**src/rtl/pid_sweep_scheduler.sv**
```systemverilog
// Periodic sequencer for a bank of PID controllers: loads setpoint/PV per motor,
// waits a settle interval, then latches each PID output as that motor's command.
module pid_sweep_scheduler #(
    parameter int unsigned NUM_MOTORS = 6,
    parameter int unsigned PERIOD     = 5000,
    parameter int unsigned SETTLE     = 4
) (
    input  logic                     clock,
    input  logic                     reset,
    input  logic                     cfg_write,
    input  logic [7:0]               cfg_addr,
    input  logic [31:0]              cfg_sp,
    input  logic                     cfg_en,
    input  logic [32*NUM_MOTORS-1:0] pv_in,
    input  logic [32*NUM_MOTORS-1:0] pid_output,
    output logic [32*NUM_MOTORS-1:0] pid_sp,
    output logic [32*NUM_MOTORS-1:0] pid_pv,
    output logic [NUM_MOTORS-1:0]    pid_rst_n,
    output logic [32*NUM_MOTORS-1:0] motor_cmd,
    output logic                     busy,
    output logic                     sweep_done,
    output logic                     overrun
);
    localparam int unsigned IW = (NUM_MOTORS > 1) ? $clog2(NUM_MOTORS) : 1;
    localparam int unsigned SW = (SETTLE > 1) ? $clog2(SETTLE) : 1;
    localparam int unsigned CW = $clog2(PERIOD);
    localparam logic [IW-1:0] LAST_IDX    = IW'(NUM_MOTORS - 1);
    localparam logic [SW-1:0] SETTLE_INIT = SW'(SETTLE - 1);
    localparam logic [CW-1:0] CNT_LAST    = CW'(PERIOD - 1);

    typedef enum logic [2:0] {
        S_IDLE,
        S_LOAD,
        S_SETTLE,
        S_CAPTURE,
        S_DONE
    } state_e;

    state_e                 state_q;
    logic [CW-1:0]          cnt_q;
    logic [CW-1:0]          cnt_d;
    logic                   tick;
    logic [IW-1:0]          idx_q;
    logic [SW-1:0]          scnt_q;
    logic [NUM_MOTORS-1:0]  en_q;
    logic [31:0]            sp_shadow_q [NUM_MOTORS];
    logic [31:0]            pid_sp_q    [NUM_MOTORS];
    logic [31:0]            pid_pv_q    [NUM_MOTORS];
    logic [31:0]            motor_cmd_q [NUM_MOTORS];
    logic [31:0]            pv_arr      [NUM_MOTORS];
    logic [31:0]            out_arr     [NUM_MOTORS];
    logic                   busy_q;
    logic                   sweep_done_q;
    logic                   overrun_q;

    assign tick  = (cnt_q == CNT_LAST);
    assign cnt_d = tick ? '0 : cnt_q + CW'(1);

    genvar g;
    generate
        for (g = 0; g < NUM_MOTORS; g++) begin : g_pack
            assign pv_arr[g]            = pv_in[32*g +: 32];
            assign out_arr[g]           = pid_output[32*g +: 32];
            assign pid_sp[32*g +: 32]    = pid_sp_q[g];
            assign pid_pv[32*g +: 32]    = pid_pv_q[g];
            assign motor_cmd[32*g +: 32] = motor_cmd_q[g];
        end
    endgenerate

    assign pid_rst_n  = en_q;
    assign busy       = busy_q;
    assign sweep_done = sweep_done_q;
    assign overrun    = overrun_q;

    // Period counter and host-written shadow state; free-running regardless of sweep.
    always_ff @(posedge clock) begin
        if (!reset) begin
            cnt_q <= '0;
            en_q  <= '0;
            for (int unsigned i = 0; i < NUM_MOTORS; i++) begin
                sp_shadow_q[i] <= '0;
            end
        end else begin
            cnt_q <= cnt_d;
            for (int unsigned i = 0; i < NUM_MOTORS; i++) begin
                if (cfg_write && (cfg_addr == 8'(i))) begin
                    sp_shadow_q[i] <= cfg_sp;
                    en_q[i]        <= cfg_en;
                end
            end
        end
    end

    always_ff @(posedge clock) begin
        if (!reset) begin
            state_q      <= S_IDLE;
            idx_q        <= '0;
            scnt_q       <= '0;
            busy_q       <= 1'b0;
            sweep_done_q <= 1'b0;
            overrun_q    <= 1'b0;
            for (int unsigned i = 0; i < NUM_MOTORS; i++) begin
                pid_sp_q[i]    <= '0;
                pid_pv_q[i]    <= '0;
                motor_cmd_q[i] <= '0;
            end
        end else begin
            sweep_done_q <= 1'b0;
            // A tick arriving mid-sweep is dropped; the sweep itself runs to completion.
            if (tick && (state_q != S_IDLE)) begin
                overrun_q <= 1'b1;
            end
            case (state_q)
                S_IDLE: begin
                    if (tick) begin
                        state_q <= S_LOAD;
                        idx_q   <= '0;
                        busy_q  <= 1'b1;
                    end
                end
                S_LOAD: begin
                    pid_sp_q[idx_q] <= sp_shadow_q[idx_q];
                    pid_pv_q[idx_q] <= pv_arr[idx_q];
                    scnt_q          <= SETTLE_INIT;
                    state_q         <= S_SETTLE;
                end
                S_SETTLE: begin
                    if (scnt_q == '0) begin
                        state_q <= S_CAPTURE;
                    end else begin
                        scnt_q <= scnt_q - SW'(1);
                    end
                end
                S_CAPTURE: begin
                    motor_cmd_q[idx_q] <= en_q[idx_q] ? out_arr[idx_q] : '0;
                    if (idx_q == LAST_IDX) begin
                        state_q      <= S_DONE;
                        sweep_done_q <= 1'b1;
                    end else begin
                        idx_q   <= idx_q + IW'(1);
                        state_q <= S_LOAD;
                    end
                end
                S_DONE: begin
                    state_q <= S_IDLE;
                    busy_q  <= 1'b0;
                end
                default: begin
                    state_q <= S_IDLE;
                    busy_q  <= 1'b0;
                end
            endcase
        end
    end

endmodule
```
**config.mk**
```make
export PLATFORM = sky130hd
export DESIGN_NAME = pid_sweep_scheduler
export DESIGN_NICKNAME = d
export VERILOG_FILES = /design/src/rtl/pid_sweep_scheduler.sv
export SDC_FILE = /design/constraint.sdc
export NUM_CORES = 1
export LEC_CHECK = 0
export CORE_AREA = 4 4 391 393
export DETAILED_ROUTE_END_ITERATION = 8
export DIE_AREA = 0 0 395 397
export PLACE_DENSITY = 0.47
export SYNTH_ARGS = -nofsm -noshare
export SYNTH_HDL_FRONTEND = slang
export SYNTH_SLANG_ARGS = --single-unit
```
**constraint.sdc**
```tcl
create_clock -name clock -period 11.9 [get_ports clock]
set_input_delay 1.785 -clock clock [delete_from_list [all_inputs] [get_ports clock]]
set_output_delay 1.785 -clock clock [all_outputs]
set_load 0.005 [all_outputs]
```
==> summary.txt <==
period utilization = 38.9%
CP Buf/Inv Count = 4
FF-to-FF setup slack = 7.61 ns
Top Ports = 1013
DIE AREA = 0.157 sq mm
Die Span X = 395 microns
CTS resizes = 0
Global Route Usage Sum = 19.0%
flops & latches, synth = 801
Syn Area/Cell = 14.1 sq um
WL/cell = 28.5 microns
CTS sink cnt = 801
share of cells above drive strength 1 = 9.86%
Async S/R FF share, synth = 0%
DRC = 0
Total Routed Length = 155 mm
CTS tree = built
Final HPWL DP = 113 mm
TritonCTS Buffers = 91
GPL Wtd Cong = 0.905
f_max = 216 MHz
P_leak = 16.3 nW
post-synth net total = 2776
initial antenna violation count = 33
vias in the first global route = 23700
Max Slew Vio Count = 0
CP Cell Sequence = buf_2 -> buf_4 -> nand2b_1 -> nor4_4 -> buf_4 -> nand2b_4 -> nand2_4 -> buf_4
Post-CTS Setup Inserts = 0
FF-to-FF End = motor_cmd_q[1][16]
Initial Util = 22.2%
Layout area overhead = 47.1%
Max Cap Viol = 0
WP data arrival = 4.93 ns
drt pass-1 iters = 7
Worst Hold Launch = cnt_q[0]
post-route ant nets = 0
Worst-Skew Late Latency = 0.71 ns
CP dominant cell by count = buf_4
Period minus WS final = 4.63 ns
Crit Path Max Fanout = 52
Post-Syn Instances = 2344
# hold bufs at CTS = 0
Setup Skew = 0.0748 ns
Worst EP required = 12.20 ns
Final Hold Viols = 0
max_slew headroom = 15.7%
worst min path class = flip-flop to flip-flop
CTS Root Cell = clkbuf_16
Startpoint Class = primary input
sequential share of the synthesized area = 71.6%
vias per std cell = 4.41
core region area = 0.149 sq mm
Clock transition at path regs = 0.06 ns
WS Path Type = primary input to flip-flop
Crit. End Element = flip-flop
grt ovf = 0
htree depth = 3
Row Count = 142
largest net degree at the start of global routing = 193
vias post-DR = 24000
Worst VDD drop = 0.103 mV
Final setup viols = 0
EDFF count, synth = 768
Buffers on Ports = 1012
worst r2r path cells = 7
worst slew pin tran = 1.26 ns
Cell Area, Synth = 0.0331 sq mm
Worst R2R Start = idx_q[0]
WHS Path Cells = 1
Crit-path slowest cell = buf_4
Worst Hold Endpoint = cnt_q[0]
ys flop type = edfxtp_1
Setup TNS Final = 0 ns
pwr dens = 136 mW/mm^2
Distinct cells, synth = 52
global-route wire length before repair = 207 mm
Largest stage delay, worst path = 0.68 ns
Synth Warn # = 0
Final #Nets = 3770
Iter 0 DRT Violations = 1963
Max Buffers Root-to-Sink = 3
Final Util = 32.6%
Vert. Die Dim = 397 microns
status = complete, no violations
unrepaired setup endpoints after global routing = false
family with the most delay on the worst path = buffers and inverters
[metal layers]
layer	part of all wire [%]	global-route usage, %
met1	41	23.5
met2	48	31.2
met3	7.8	5.54
met4	3.5	7.48
met5	0.026	0.739
[synthesized netlist by cell type, drive strengths merged, types with 2 or more instances]
library cell / number / area share (%)
buf: 49 / 0.69
nor4: 5 / 0.13
o21ai: 41 / 0.62
o31ai: 3 / 0.068
xnor2: 9 / 0.24
dfxtp: 33 / 2.0
nand4: 2 / 0.038
nor3: 169 / 2.6
nand2b: 13 / 0.25
nand4b: 2 / 0.053
mux2i: 132 / 4.0
or4: 2 / 0.045
nand3: 6 / 0.091
xor2: 2 / 0.053
a22oi: 18 / 0.41
and2: 192 / 3.6
a221oi: 3 / 0.079
o22a: 2 / 0.060
ha: 4 / 0.15
or2: 2 / 0.038
inv: 41 / 0.46
edfxtp: 768 / 70
nand2: 67 / 0.76
clkbuf: 117 / 1.3
mux2: 63 / 2.1
nor2b: 2 / 0.038
or3: 4 / 0.076
nor2: 475 / 5.4
o22ai: 32 / 0.60
mux4: 50 / 3.4
a21oi: 3 / 0.045
nor4b: 2 / 0.053
a222oi: 14 / 0.42
nand3b: 2 / 0.045
[report_power, final]
part | leakage (nW) | switching [W] | internal, W | total [W]
Combinational | 6.87 | 0.000352 | 0.000302 | 0.000654
Sequential | 8.04 | 0.0000405 | 0.00319 | 0.00324
Clock | 1.41 | 0.00121 | 0.00155 | 0.00276
[registers in the layout (all words and copies together) (netlist names), 3 cells and up, named ones only]
signal       cells
cnt_q           13
idx_q            3
motor_cmd_q    192
pid_pv_q       192
pid_rst_n        6
pid_sp_q       192
sp_shadow_q    192
state_q          3
[worst max-delay path by stage]
stage	cells after the start	startpoint	end	slack, ns
after detailed placement	8	reset	pid_pv_q[0][15]	6.48
final	8	reset	pid_pv_q[0][15]	7.27
after global routing	8	reset	pid_pv_q[0][15]	7.12
after CTS	8	reset	pid_pv_q[0][15]	7.24
after floorplan	5	idx_q[2]	pid_pv_q[5][0]	5.48
after global placement	8	reset	pid_pv_q[0][14]	6.59
[stage by stage]
step / cells / power, W / hold slack (ns) / setup WS [ns] / cell area [sq um]
global placement: 5261 / 0.00395 / 0.431 / 6.59 / 45800
finish: 5444 / 0.00665 / 0.451 / 7.27 / 48700
global route: 5433 / 0.00686 / 0.466 / 7.12 / 48700
CTS: 5422 / 0.00672 / 0.452 / 7.24 / 48700
floorplan: 2344 / 0.00345 / 0.418 / 5.48 / 33100
detailed placement: 5261 / 0.00396 / 0.443 / 6.48 / 45800
[final cells by class]
cell class | instances | area [sq um]
flip-flops and latches | 801 | 23700
well taps | 2016 | 2520
clock buffers | 116 | 2410
repair buffers | 1067 | 10600
clock inverters | 45 | 468
inverters | 41 | 154
multi-input cells | 1336 | 8810
fillers | 14800 | 101000
diodes | 22 | 55.1
[worst register-to-register path: stages, from the launching register on]
cell     delay, ns
dfxtp_4       0.83
buf_4         0.62
buf_4         0.66
buf_4         0.68
mux2i_1       0.32
o22ai_1       0.09
nor2_1        0.72
nor3_1        0.12
[cell families (layout without fill, tap and decap cells)]
family,after synthesis,count (layout),synth area share [%]
compound gates,125,125,2.54
xor+xnor,11,11,0.291
fa+ha+maj,4,4,0.151
buf+inv,207,1269,2.48
flops,801,801,71.6
mux,245,245,9.53
other cells,0,22,0
simple gates,951,951,13.4
[layout by cell type (no fill, tap or decap), types with 7 or more instances in the layout]
cell type	n
o22ai_1	32
clkbuf_1	23
inv_1	41
o21ai_1	31
nor2_4	7
a22oi_1	18
clkdlybuf4s50_1	1011
nor3_1	168
nand2_4	7
clkbuf_16	93
xnor2_1	9
clkinv_2	18
mux4_2	50
and2_1	192
diode_2	22
a222oi_1	14
clkinv_1	12
mux2_2	63
nand2_1	60
nor2_1	468
dfxtp_1	29
edfxtp_1	768
o21ai_0	7
mux2i_1	132
buf_4	54
nand2b_1	8
Power figures use the tool's default switching activity.
